### src/rtl/emmc_cmd_line.sv
// eMMC CMD-line controller: sends a 48-bit command frame with CRC7, then collects the card response.
// Latency: 48 bit_en to send + 1 to release, then 2 turnaround, up to NCR_MAX wait, 47/135 receive; resp_valid 1 clk later.
// Backpressure: cmd_ready is high only while idle; a cmd_valid seen in any other state is ignored.
//
// Ports:
//   clk, rst_n            system clock, asynchronous active-low reset
//   bit_en                one-clk strobe per eMMC bit period; all line activity advances on it
//   cmd_valid/cmd_ready   command handshake; cmd_index, cmd_arg, resp_type are latched on accept
//   resp_valid            one-clk completion pulse; resp_data, resp_crc_err, resp_timeout hold until the next one
//   pad_out/pad_oe/pad_in CMD pad buffer: data to drive, output enable (1 = drive), received level
module emmc_cmd_line #(
  parameter int NCR_MAX = 64,
  parameter int CNT_W   = 8
) (
  input  logic         clk,
  input  logic         rst_n,
  input  logic         bit_en,
  input  logic         cmd_valid,
  output logic         cmd_ready,
  input  logic [5:0]   cmd_index,
  input  logic [31:0]  cmd_arg,
  input  logic [1:0]   resp_type,
  output logic         resp_valid,
  output logic [127:0] resp_data,
  output logic         resp_crc_err,
  output logic         resp_timeout,
  output logic         pad_out,
  output logic         pad_oe,
  input  logic         pad_in
);

  typedef enum logic [2:0] {
    S_IDLE,
    S_TX,
    S_TURN,
    S_WAIT,
    S_RX,
    S_DONE
  } state_t;

  // CRC7, polynomial x^7 + x^3 + 1, initial value 0, MSB first.
  function automatic logic [6:0] crc7(input logic [39:0] d);
    logic [6:0] c;
    logic       fb;
    c = '0;
    for (int i = 39; i >= 0; i--) begin
      fb = d[i] ^ c[6];
      c  = {c[5:0], 1'b0};
      if (fb) c = c ^ 7'h09;
    end
    return c;
  endfunction

  state_t         r_state;
  logic [47:0]    r_tx_sh;
  logic [CNT_W-1:0] r_cnt;
  logic [1:0]     r_rtype;
  logic [127:0]   r_rx;
  logic           r_to;

  logic           r_cmd_ready;
  logic           r_resp_valid;
  logic [127:0]   r_resp_data;
  logic           r_resp_crc_err;
  logic           r_resp_timeout;
  logic           r_pad_out;
  logic           r_pad_oe;

  logic [39:0]      w_hdr;
  logic [47:0]      w_frame;
  logic             w_rx48_err;
  logic [CNT_W-1:0] w_rx_last;
  logic [CNT_W-1:0] w_ncr_last;

  assign w_hdr      = {2'b01, cmd_index, cmd_arg};
  assign w_frame    = {w_hdr, crc7(w_hdr), 1'b1};
  // For a 48-bit response the start bit is implicit at r_rx[47] (the register is cleared on start).
  assign w_rx48_err = (crc7(r_rx[47:8]) != r_rx[7:1]) | ~r_rx[0];
  // The start bit is counted as bit 0, so RX ends when the counter reaches frame length - 1.
  assign w_rx_last  = (r_rtype == 2'b10) ? CNT_W'(135) : CNT_W'(47);
  assign w_ncr_last = CNT_W'(NCR_MAX - 1);

  always_ff @(posedge clk or negedge rst_n) begin
    if (!rst_n) begin
      r_state        <= S_IDLE;
      r_tx_sh        <= '0;
      r_cnt          <= '0;
      r_rtype        <= 2'b00;
      r_rx           <= '0;
      r_to           <= 1'b0;
      r_cmd_ready    <= 1'b1;
      r_resp_valid   <= 1'b0;
      r_resp_data    <= '0;
      r_resp_crc_err <= 1'b0;
      r_resp_timeout <= 1'b0;
      r_pad_out      <= 1'b1;
      r_pad_oe       <= 1'b0;
    end else begin
      r_resp_valid <= 1'b0;
      case (r_state)
        S_IDLE: begin
          r_pad_oe  <= 1'b0;
          r_pad_out <= 1'b1;
          // A bit_en on the accept edge is deliberately not used: the first frame bit waits for the next one.
          if (cmd_valid) begin
            r_tx_sh     <= w_frame;
            r_rtype     <= (resp_type == 2'b11) ? 2'b01 : resp_type;
            r_cnt       <= '0;
            r_to        <= 1'b0;
            r_cmd_ready <= 1'b0;
            r_state     <= S_TX;
          end
        end

        S_TX: begin
          if (bit_en) begin
            if (r_cnt == CNT_W'(48)) begin
              // All 48 bits are out; this bit period releases the line.
              r_pad_oe  <= 1'b0;
              r_pad_out <= 1'b1;
              r_cnt     <= '0;
              r_state   <= (r_rtype == 2'b00) ? S_DONE : S_TURN;
            end else begin
              r_pad_oe  <= 1'b1;
              r_pad_out <= r_tx_sh[47];
              r_tx_sh   <= {r_tx_sh[46:0], 1'b0};
              r_cnt     <= r_cnt + 1'b1;
            end
          end
        end

        S_TURN: begin
          if (bit_en) begin
            if (r_cnt == CNT_W'(1)) begin
              r_cnt   <= '0;
              r_state <= S_WAIT;
            end else begin
              r_cnt <= r_cnt + 1'b1;
            end
          end
        end

        S_WAIT: begin
          if (bit_en) begin
            if (!pad_in) begin
              r_rx    <= '0;
              r_cnt   <= CNT_W'(1);
              r_state <= S_RX;
            end else if (r_cnt == w_ncr_last) begin
              r_to    <= 1'b1;
              r_state <= S_DONE;
            end else begin
              r_cnt <= r_cnt + 1'b1;
            end
          end
        end

        S_RX: begin
          if (bit_en) begin
            r_rx <= {r_rx[126:0], pad_in};
            if (r_cnt == w_rx_last) begin
              r_state <= S_DONE;
            end else begin
              r_cnt <= r_cnt + 1'b1;
            end
          end
        end

        S_DONE: begin
          r_resp_valid   <= 1'b1;
          r_resp_timeout <= r_to;
          if (r_to || (r_rtype == 2'b00)) begin
            r_resp_data    <= '0;
            r_resp_crc_err <= 1'b0;
          end else if (r_rtype == 2'b10) begin
            // Long responses carry no CRC check here; only the end bit is validated.
            r_resp_data    <= r_rx;
            r_resp_crc_err <= ~r_rx[0];
          end else begin
            r_resp_data    <= {80'b0, r_rx[47:0]};
            r_resp_crc_err <= w_rx48_err;
          end
          r_cmd_ready <= 1'b1;
          r_state     <= S_IDLE;
        end

        default: begin
          r_cmd_ready <= 1'b1;
          r_pad_oe    <= 1'b0;
          r_pad_out   <= 1'b1;
          r_state     <= S_IDLE;
        end
      endcase
    end
  end

  assign cmd_ready    = r_cmd_ready;
  assign resp_valid   = r_resp_valid;
  assign resp_data    = r_resp_data;
  assign resp_crc_err = r_resp_crc_err;
  assign resp_timeout = r_resp_timeout;
  assign pad_out      = r_pad_out;
  assign pad_oe       = r_pad_oe;

endmodule
### config.mk
export PLATFORM = sky130hd
export DESIGN_NAME = emmc_cmd_line
export DESIGN_NICKNAME = d
export VERILOG_FILES = /design/src/rtl/emmc_cmd_line.sv
export SDC_FILE = /design/constraint.sdc
export NUM_CORES = 1
export LEC_CHECK = 0
export ABC_AREA = 1
export BUFFER_PORTS_ARGS = -buffer_cell sky130_fd_sc_hd__buf_2
export CORE_UTILIZATION = 50
export DETAILED_ROUTE_END_ITERATION = 12
export GPL_TIMING_DRIVEN = 0
export HOLD_SLACK_MARGIN = 0.03
export PLACE_DENSITY = 0.84
export SYNTH_ARGS = -nofsm -noshare
export SYNTH_HDL_FRONTEND = slang
export SYNTH_SLANG_ARGS = --single-unit
### constraint.sdc
create_clock -name clk -period 2.45 [get_ports clk]
set_input_delay 0.49 -clock clk [delete_from_list [all_inputs] [get_ports clk]]
set_output_delay 0.49 -clock clk [all_outputs]
set_load 0.1 [all_outputs]
==> results of run 1 <==
[cell type report]
type | count | area [µm²] | area share, %
flip-flops and latches | 324 | 8120 | 41.6
multi-input cells | 1186 | 7160 | 36.7
repair buffers | 225 | 1410 | 7.24
clock buffers | 48 | 945 | 4.84
inverters | 226 | 863 | 4.42
well taps | 384 | 480 | 2.46
plain buffers | 81 | 369 | 1.89
clock inverters | 10 | 165 | 0.846
diodes | 1 | 2.50 | 0.0128
[repair_timing]
item / CTS / global route
pin swaps: 63 / 104
buffers inserted: 19 / 24
hold buffers: 1 / 0
setup endpoints to repair: 183 / 274
gates resized for setup: 165 / 259
endpoints found under the hold margin: 69 / 0
[critical path, delay by kind of cell, from the launching register on]
family / cells / cell delay, ns
simple gates: 27 / 2.19
buf+inv: 5 / 0.51
flops: 1 / 0.45
[cell families after synthesis]
kind of cell | Yosys count
buffers and inverters | 308
AOI/OAI and AO/OA | 338
adders and majority gates | 4
DFF | 324
xor gates and xnor gates | 58
and+or+nand+nor | 786
[worst min-delay path by stage]
| stage | endpoint | cells past startpoint | from |
|---|---|---|---|
| floorplan | pad_oe | 0 | rst_n |
| global placement | resp_timeout | 2 | resp_timeout |
| detailed placement | resp_timeout | 2 | resp_timeout |
| CTS | r_rtype[1] | 3 | resp_type[1] |
| global route | r_rtype[1] | 3 | resp_type[1] |
| finish | r_rtype[1] | 3 | resp_type[1] |
[synthesized netlist by cell type (7+ instances only)]
cell      number  area, µm²
a21oi_1       13       65.1
clkbuf_1      78        293
dfrtp_1      322       8060
inv_1        223        837
nand2_1      440       1650
nand3_1      212       1060
nor2_1       112        420
nor3_1         7       35.0
o21ai_0      274       1370
o22ai_1       42        263
xnor2_1       22        193
xor2_1        25        219
xor2_2         7        114
[metal layers]
metal	vias up	part of all wire, %	track usage [%]	routed length, µm
met5	-	0	0	0
met4	0	5.6	13.5	2420
met3	174	7.0	4.81	3040
met2	675	49	44.6	21100
met1	6679	39	34.3	16700
li1	6357	-	-	-
[through the flow]
step	instance area [µm²]	setup TNS [ns]	worst slack, ns
floorplan	15100	-2.30	-0.386
global placement	16400	-1688.02	-5.00
detailed placement	16500	-88.99	-0.908
CTS	18500	-0.936	-0.529
global route	19500	-5.18	-0.934
finish	19500	-3.47	-0.788
[flip-flops by register name, indices dropped and copies added, names as in the netlist, 2 cells and up]
signal,cells
r_rx,128
resp_data,128
r_tx_sh,48
r_cnt,8
r_state,3
r_rtype,2
[layout by cell type, fill, tap and decap left out, types with 5 or more instances in the layout]
cell type,Yosys,layout
dfrtp_1,322,313
nand2_1,440,292
clkbuf_2,0,21
clkbuf_1,78,57
buf_2,1,176
o21ai_0,274,273
dfrtp_2,0,9
inv_2,2,26
inv_1,223,194
xnor2_2,4,13
clkbuf_16,0,35
nand2_4,0,51
nand2_2,3,100
xnor2_4,0,9
buf_4,0,36
xor2_2,7,15
nor2_1,112,101
o22ai_1,42,41
xor2_4,0,12
xor2_1,25,5
nand3_1,212,177
nand3_4,0,11
nor2_2,0,8
nor3_1,7,6
nand4_1,6,6
buf_6,0,11
nand3_2,0,24
a21oi_1,13,13
==> reports/qor.csv, run 1 <==
stage;metric;value;unit
route;ant_nets;0;
sta;hold_viol;0;
clocking;cts_made_buffers;35;
worst_setup_path;cp_slowest_cell;dfrtp_2;
logic_synthesis;synth_top_family_by_area;simple AND/OR/NAND/NOR gates;
sta;worst_slack;-0.788;ns
sta;max_freq;309;MHz
clocking;clock-sinks;324;
logic_synthesis;synthXorXnorAreaFrac;3.95;%
clocking;htree_num_levels;2;
floorplan;core-area;0.0290;mm²
floorplan;die_h;175;µm
route;drc;0;
place;place_hpwl;27100;µm
place;place_congestion;0.890;
route;drt_first_iter_violations;1218;
worst_setup_path;path_max_fanout;4;
worst_setup_path;critPathMaxStageDelay;0.45;ns
global_routing;grt_pass1_vias;13600;
sta;max_slew_margin;48.6;%
floorplan;die_w;175;µm
sta;period_needed;3.24;ns
clocking;cts_root_buf;clkbuf_16;
route;vias_per_cell;5.59;
run_status;violations;negative setup slack;
floorplan;std_cell_rows;62;
global_routing;grt_pass1_wl;66900;µm
logic_synthesis;synthAdderAreaFrac;0.335;%
worst_setup_path;r2r_end;resp_crc_err;
worst_setup_path;path_class;register to register;
logic_synthesis;ys_seq_area_share;54.3;%
logic_synthesis;synthCells;1818;
run_status;status;finished with violations;
worst_setup_path;cp-startpoint;r_rx[45];
worst_setup_path;critical_path_required;2.88;ns
sta;grt_setup_unrepaired;yes;
worst_setup_path;reg2reg_slack;-0.79;ns
sta;fin_skew;0.0297;ns
layout;syn_to_final_growth;30.6;%
logic_synthesis;synth-main-ff-cell;dfrtp_1;
global_routing;grt_start_max_net_pins;99;
clocking;cts_tree;built;
sta;finalSetupViolCount;8;
sta;period_share;132;%
sta;worstMarginPinSlew;0.771;ns
layout;nets;2128;
global_routing;grt.overflow.total;0;
logic_synthesis;postSynthAreaPerCell;8.22;µm²
layout;utilization;67.3;%
flow_run;max_cap_violations;0;
place;port_buffers;178;
global_routing;antenna_found_initial;1;
route;vias;13900;
logic_synthesis;synth_edf_count;0;
logic_synthesis;ys_seq_elements;324;
logic_synthesis;async_flop_share;100;%
worst_setup_path;rr_startpoint;r_rx[45];
sta;whs;0.222;ns
route;wl;43300;µm
clocking;path_clk_slew;0.06;ns
clocking;cts_max_path_buffers;3;
route;wl_per_cell;17.4;µm
layout;drive_above_1_share;28.7;%
logic_synthesis;yosysWarnings;0;
worst_setup_path;end_kind;register;
worst_setup_path;cp-endpoint;resp_crc_err;
worst_setup_path;ff2ff_path_depth;32;
logic_synthesis;synth.mux.area_fraction;0;%
layout;stdcell_count;2485;
layout;nFillCells;2152;
logic_synthesis;synth_compound_area_share;11.8;%
floorplan;initial_utilization;51.5;%
logic_synthesis;synth.distinct_cells;32;
logic_synthesis;synthSimpleGateAreaFrac;21.9;%
worst_setup_path;start_kind;register;
floorplan;io_pins;179;
worst_setup_path;cp.arrival;3.67;ns
sta;drv_slew;0;
place;dp_cells;2383;
route;drtPass1Iterations;6;
global_routing;groute.usage.overall;27.0;%
logic_synthesis;synth_area;0.0149;mm²
floorplan;die-area;0.0306;mm²
logic_synthesis;synth_nets;1867;
clocking;insertion_delay;0.54;ns
worst_hold_path;min_path_type;primary input to register;
Power of run 1 is left out: the tool's default activity adds up to more than one toggle a clock period on the data nets, which glitch-free logic cannot reach.
==> run 2: changes to the inputs <==
--- a/config.mk
+++ b/config.mk
@@ -7,11 +7,11 @@
 export LEC_CHECK = 0
 export ABC_AREA = 1
 export BUFFER_PORTS_ARGS = -buffer_cell sky130_fd_sc_hd__buf_2
-export CORE_UTILIZATION = 50
+export CORE_UTILIZATION = 40
 export DETAILED_ROUTE_END_ITERATION = 12
 export GPL_TIMING_DRIVEN = 0
-export HOLD_SLACK_MARGIN = 0.03
-export PLACE_DENSITY = 0.84
+export HOLD_SLACK_MARGIN = 0.15
+export PLACE_DENSITY = 0.72
 export SYNTH_ARGS = -nofsm -noshare
 export SYNTH_HDL_FRONTEND = slang
 export SYNTH_SLANG_ARGS = --single-unit
==> run 2 against run 1 <==
  * The run still ends with negative setup slack left
  * Sequential share of layout area shrank 0.96 points
  * Register-to-register slack gained 0.17 ns
  * Non-clock buffer count grew 4
  * Routed wire length shrank 0.44%
  * Clock-buffer cell count grew 3
  * Fmax grew 5.4%
  * Worst hold slack gained 0.0093 ns
  * Sequential cell count is the same
  * Critical path type unchanged
  * Critical endpoint unchanged
==> reports/qor.csv, run 2 (synthesized netlist as in run 1, its figures left out) <==
stage;metric;value;unit;change
run_status;status;finished with violations;;
run_status;violations;negative setup slack;;
floorplan;die_h;195;µm;+12%
worst_hold_path;min_path_type;primary input to register;;
layout;nFillCells;3170;;+47%
sta;worstMarginPinSlew;0.731;ns;-0.0401 ns
route;drc;0;;unchanged
clocking;clock-sinks;324;;unchanged
worst_setup_path;cp_slowest_cell;dfrtp_2;;
clocking;htree_num_levels;2;;unchanged
route;ant_nets;0;;unchanged
place;dp_cells;2467;;+3.5%
route;wl_per_cell;16.7;µm;-4.1%
global_routing;groute.usage.overall;21.5;%;-5.5 points
layout;stdcell_count;2581;;+3.9%
sta;drv_slew;0;;unchanged
floorplan;std_cell_rows;70;;+13%
layout;drive_above_1_share;30.5;%;+1.8 points
place;port_buffers;178;;unchanged
sta;grt_setup_unrepaired;yes;;
worst_setup_path;path_buf_inv;3;;-2
global_routing;grt_pass1_wl;66200;µm;-1.1%
route;dr.max_layer_used;met5;;
sta;period_needed;3.07;ns;-0.167 ns
floorplan;core-area;0.0367;mm²;+26%
clocking;cts_made_buffers;37;;+5.7%
sta;fin_skew;0.0233;ns;-0.00636 ns
layout;final_common_cell;dfrtp_1;;
global_routing;grt_pass1_vias;13100;;-3.8%
sta;finalSetupViolCount;8;;unchanged
route;drtPass1Iterations;6;;unchanged
route;met3WireLength;2500;µm;-18%
layout;syn_to_final_growth;33.7;%;
worst_setup_path;path_class;register to register;;
route;wl;43100;µm;-0.44%
worst_setup_path;critPathTopFamily;simple AND/OR/NAND/NOR gates;;
worst_setup_path;start_kind;register;;
floorplan;die_w;195;µm;+12%
sta;period_share;125;%;-6.8 points
layout;utilization;54.4;%;-13 points
route;wl_met2;20900;µm;-1.0%
floorplan;initial_utilization;40.7;%;-11 points
worst_setup_path;path_max_fanout;6;;+2
floorplan;die-area;0.0381;mm²;+25%
clocking;insertion_delay;0.55;ns;about the same
global_routing;grt.overflow.total;0;;unchanged
clocking;cts_tree;built;;
global_routing;grt_start_max_net_pins;102;;+3.0%
layout;nets;2134;;+0.28%
sta;max_slew_margin;51.2;%;+2.7 points
worst_setup_path;end_kind;register;;
floorplan;io_pins;179;;unchanged
clocking;path_clk_slew;0.06;ns;about the same
clocking;cts_root_buf;clkbuf_16;;
place;place_congestion;0.884;;-0.70%
sta;hold_viol;0;;unchanged
worst_setup_path;reg2reg_slack;-0.62;ns;+0.17 ns
sta;max_freq;326;MHz;+5.4%
sta;worst_slack;-0.622;ns;+0.167 ns
route;drt_first_iter_violations;1042;;-14%
route;drt-met1-wl;18300;µm;+9.9%
flow_run;max_cap_violations;0;;unchanged
global_routing;antenna_found_initial;3;;+2
route;vias_per_cell;5.27;;-5.7%
route;vias;13600;;-2.0%
worst_setup_path;cp.arrival;3.51;ns;-0.16 ns
worst_setup_path;crit_top_cell;nand2_4;;
place;place_hpwl;28100;µm;+3.7%
worst_setup_path;critPathMaxStageDelay;0.46;ns;about the same
clocking;cts_max_path_buffers;3;;unchanged
worst_setup_path;critical_path_required;2.89;ns;about the same
layout;layout.cells.most_common_list;dfrtp_1 (313), nand2_1 (276), o21ai_0 (274);;
[run 2: cell type report]
type                            instances  area (µm²)  share of cell area, %
Clock buffer                           51        1100                   5.51
Clock inverter                         15         189                  0.946
Sequential cell                       324        8120                   40.7
Inverter                              226         865                   4.33
Buffer                                 81         377                   1.89
Timing Repair Buffer                  229        1460                   7.30
Tap cell                              468         586                   2.93
Antenna cell                            1        2.50                 0.0125
Multi-Input combinational cell       1186        7280                   36.4
[run 2: layer usage]
metal	GRT usage, %	vias to the layer above
met5	0	-
met4	7.84	4
met3	4.11	98
met2	34.9	425
met1	28.6	6699
li1	-	6375
[run 2: repair_timing]
item                                    CTS  global route
resized for setup                       199           257
cloned                                    0             0
pin swaps                                62           128
endpoints found under the setup margin  184           174
hold endpoints to repair                 91             0
hold buffers                              1             0
buffers inserted                         27            20
[run 2: stage by stage]
| stage | setup WS [ns] | TNS [ns] | cell area [µm²] | hold WS (ns) |
|---|---|---|---|---|
| floorplan | -0.386 | -2.30 | 15100 | 0.194 |
| global placement | -5.16 | -1736.89 | 16500 | 0.449 |
| detailed placement | -0.961 | -95.74 | 16600 | 0.469 |
| CTS | -0.509 | -0.795 | 18900 | 0.209 |
| global route | -0.831 | -4.02 | 20000 | 0.232 |
| finish | -0.622 | -3.14 | 20000 | 0.231 |
[run 2: worst register-to-register path: cells and delay by family (launching register included)]
family / cells / cell delay (ns)
and+or+nand+nor: 24 / 1.96
DFF: 1 / 0.46
xor gates and xnor gates: 2 / 0.28
buffers and inverters: 3 / 0.25
[run 2: final timing paths]
check	from	to	depth (start not counted)
max	r_rx[47]	resp_crc_err	29
min	cmd_index[0]	r_tx_sh[40]	3
max reg2reg	r_rx[47]	resp_crc_err	29
min reg2reg	resp_timeout	resp_timeout	2
max in group asynchronous	rst_n	r_rx[45]	4
min in group asynchronous	rst_n	resp_data[102]	2
Power of run 2 is left out for the same reason.
==> run 3: changes to the inputs <==
--- a/config.mk
+++ b/config.mk
@@ -5,8 +5,8 @@
 export SDC_FILE = /design/constraint.sdc
 export NUM_CORES = 1
 export LEC_CHECK = 0
-export ABC_AREA = 1
 export BUFFER_PORTS_ARGS = -buffer_cell sky130_fd_sc_hd__buf_2
+export CAP_MARGIN = 20
 export CORE_UTILIZATION = 40
 export DETAILED_ROUTE_END_ITERATION = 12
 export GPL_TIMING_DRIVEN = 0
==> constraint.sdc (replaced) <==
create_clock -name clk -period 2.45 [get_ports clk]
set_input_delay 0.6125 -clock clk [delete_from_list [all_inputs] [get_ports clk]]
set_output_delay 0.6125 -clock clk [all_outputs]
set_load 0.1 [all_outputs]
==> run 3 against run 2 <==
  * Final area fell by 13%
  * Fmax up 11%
  * Global-route usage is 2.3 points lower
  * First-iteration DRC count shrank 19%
  * Sequential share of layout area increased by 6.0 points
  * The flow still finishes with violations (negative setup slack)
  * Register-to-register slack better by 0.31 ns
  * Routed wire length is 18% lower
  * Die area decreased by 3.4%
  * Highest routed layer unchanged
==> reports/qor.csv, run 3 <==
stage;metric;value;unit;change
sta;grt_setup_unrepaired;yes;;
worst_setup_path;end_kind;register;;
sta;fin_skew;0.0181;ns;-0.00527 ns
logic_synthesis;netlist_top_cells_count;nand2_1 (356), dfrtp_1 (322), a22o_1 (133);;
logic_synthesis;synth_edf_count;0;;unchanged
sta;finalSetupViolCount;1;;-7
sta;worstMarginPinSlew;1.01;ns;+0.282 ns
worst_setup_path;start_kind;register;;
logic_synthesis;synth.distinct_cells;47;;+47%
global_routing;antenna_found_initial;2;;-1
worst_setup_path;path_class;register to register;;
flow_run;max_cap_violations;0;;unchanged
route;drc;0;;unchanged
layout;syn_to_final_growth;20.6;%;
logic_synthesis;synthCells;1370;;-25%
pwr;power_density;1080;mW/mm²;
sta;final.setup.tns;-0.307;ns;+2.83 ns
logic_synthesis;synth.mux.area_fraction;0.642;%;+0.64 points
logic_synthesis;synthSimpleGateAreaFrac;17.0;%;-4.9 points
route;vias;11000;;-19%
layout;final_area;0.0174;mm²;-13%
worst_hold_path;holdPathEnd;r_rtype[0];;
global_routing;grt_pass1_wl;56400;µm;-15%
run_status;violations;negative setup slack;;
floorplan;initial_utilization;40.6;%;-0.13 points
route;met3WireLength;2310;µm;-7.5%
layout;n_antenna_cell;0;;-1
place;dpl_cell_area;0.0160;mm²;-3.5%
clocking;cts_max_path_buffers;3;;unchanged
sta;max_freq;363;MHz;+11%
global_routing;grt_pass1_vias;10400;;-20%
logic_synthesis;synth_top_area_share;55.8;%;+1.9 points
sta;period_needed;2.76;ns;-0.314 ns
floorplan;io_pins;179;;unchanged
clocking;path_clk_slew;0.06;ns;about the same
route;wl_per_cell;16.9;µm;+1.2%
clocking;insertion_delay;0.53;ns;-0.02 ns
worst_setup_path;cp.arrival;3.16;ns;-0.35 ns
logic_synthesis;synth_compound_area_share;12.2;%;+0.42 points
worst_setup_path;ff2ff_path_depth;7;;-76%
clocking;cts_made_buffers;36;;-2.7%
logic_synthesis;async_flop_share;100;%;unchanged
logic_synthesis;synth_most_common_cell;nand2_1;;
route;dr.max_layer_used;met5;;
worst_setup_path;r2r_end;resp_crc_err;;
logic_synthesis;synth_top_family_by_area;simple AND/OR/NAND/NOR gates;;
clocking;cts_tree;built;;
layout;layout.cells.most_common_list;nand2_1 (355), dfrtp_1 (317), buf_2 (178);;
worst_hold_path;min_path_type;primary input to register;;
logic_synthesis;yosysWarnings;0;;unchanged
worst_setup_path;critical_path_required;2.85;ns;-0.04 ns
sta;period_share;113;%;-13 points
layout;drive_above_1_share;18.6;%;-12 points
logic_synthesis;synth_area;0.0144;mm²;-3.4%
logic_synthesis;synth_nets;1419;;-24%
layout;final_common_cell;nand2_1;;
route;ant_nets;0;;unchanged
floorplan;core-area;0.0356;mm²;-3.1%
run_status;status;finished with violations;;
clocking;htree_num_levels;2;;unchanged
logic_synthesis;synthXorXnorAreaFrac;10.9;%;+7.0 points
route;wl_met2;16100;µm;-23%
layout;nets;1645;;-23%
worst_hold_path;hp-start;resp_type[0];;
sta;hold_viol;0;;unchanged
logic_synthesis;yosys-top-cells-area;dfrtp_1 (56%), nand2_1 (9.3%), a22o_1 (8.1%);;
pwr;power.leakage;9.14;nW;
floorplan;std_cell_rows;69;;-1.4%
worst_setup_path;path_max_fanout;4;;-2
route;vias_per_cell;5.27;;about the same
route;drt_first_iter_violations;849;;-19%
clocking;cts_root_buf;clkbuf_16;;
global_routing;grt.overflow.total;0;;unchanged
route;wl;35200;µm;-18%
place;place_hpwl;24600;µm;-12%
worst_setup_path;rr_startpoint;r_rx[29];;
worst_setup_path;reg2reg_slack;-0.31;ns;+0.31 ns
sta;worst_slack;-0.307;ns;+0.314 ns
route;drtPass1Iterations;5;;-1
sta;max_slew_margin;32.5;%;-19 points
logic_synthesis;ys_seq_area_share;56.2;%;+1.9 points
place;place_congestion;0.873;;-1.2%
global_routing;grt_start_max_net_pins;91;;-11%
floorplan;die_w;192;µm;-1.7%
logic_synthesis;postSynthAreaPerCell;10.5;µm²;+28%
worst_hold_path;hold_depth;2;;-1
clocking;clock-sinks;324;;unchanged
logic_synthesis;ys_seq_elements;324;;unchanged
logic_synthesis;synth_top_cell_by_area;dfrtp_1;;
global_routing;groute.usage.overall;19.2;%;-2.3 points
sta;drv_slew;0;;unchanged
floorplan;die-area;0.0368;mm²;-3.4%
logic_synthesis;synth-main-ff-cell;dfrtp_1;;
logic_synthesis;synthAdderAreaFrac;0.347;%;+0.012 points
route;drt-met1-wl;16000;µm;-13%
floorplan;die_h;192;µm;-1.7%
pwr;vdd_ir_drop_max;1.10;mV;
place;port_buffers;177;;-0.56%
## run 3: cell count changes after synthesis, moves of 27 or more
cell     previous run  this run
o21ai_0           274        29
inv_1             223         9
a22o_1              0       133
nand2_1           440       356
nand3_1           212       132
nor2_1            112        57
a31oi_1             0        42
o22ai_1            42         1
xnor2_1            22        60
xnor3_1             0        27
## run 3: final cells by class
type                    count  area, µm²
plain buffers              93        378
clock buffers              53       1010
clock inverters             9        131
fillers                  3237      18200
inverters                   9       33.8
multi-input cells         942       6080
flip-flops and latches    324       8120
well taps                 461        577
repair buffers            190       1070
## run 3: worst max-delay path by stage
stage | start | endpoint | slack (ns) | cells after the start
after floorplan | r_rx[29] | resp_crc_err | -0.15 | 7
after global placement | rst_n | resp_data[19] | -5.26 | 1
after detailed placement | r_state[0] | resp_data[7] | -0.49 | 7
after CTS | r_rx[46] | resp_crc_err | -0.30 | 7
after global routing | r_rx[42] | resp_crc_err | -0.38 | 7
final | r_rx[29] | resp_crc_err | -0.31 | 7
## run 3: kinds of logic after synthesis
kind of cell,Yosys count
simple gates,582
flops,324
compound gates,228
xor+xnor,119
buf+inv,104
mux,9
fa+ha+maj,4
## run 3: repair_timing
item	4_1_cts	5_1_grt
pin swaps	6	5
gates resized for setup	29	29
endpoints found under the hold margin	78	0
setup endpoints to repair	282	265
hold buffers	1	0
setup buffers	4	3
## run 3: stage by stage
step	cells	hold slack, ns	util, %	setup slack [ns]	total power [mW]
3_5_place_dp	2013	0.457	45.1	-0.491	13.3
4_1_cts	2079	0.334	48.7	-0.300	18.8
5_1_grt	2081	0.346	48.9	-0.382	19.8
2_1_floorplan	1370	0.317	-	-0.149	11.8
6_report	2081	0.357	48.9	-0.307	18.7
3_3_place_gp	2008	0.454	44.8	-5.26	13.1
## run 3: per-layer routing
metal / up-vias / track usage [%]
li1: 5177 / -
met3: 64 / 4.13
met1: 5382 / 27.4
met2: 331 / 29.2
met5: - / 0
met4: 4 / 5.68
## run 3: critical path, stage by stage (launching register included)
cell and delay [ns]:
dfrtp_1 0.40, xnor3_1 0.46, xnor3_1 0.42, xnor2_2 0.24, xnor3_1 0.36, or3_4 0.39, a2111oi_4 0.31, o21ai_2 0.07
## run 3: report_power, final
part / switching, mW / internal (mW)
Combinational: 4.20 / 2.65
Sequential: 0.537 / 6.08
Clock: 2.16 / 3.10
(Power assumes the default switching activity.)
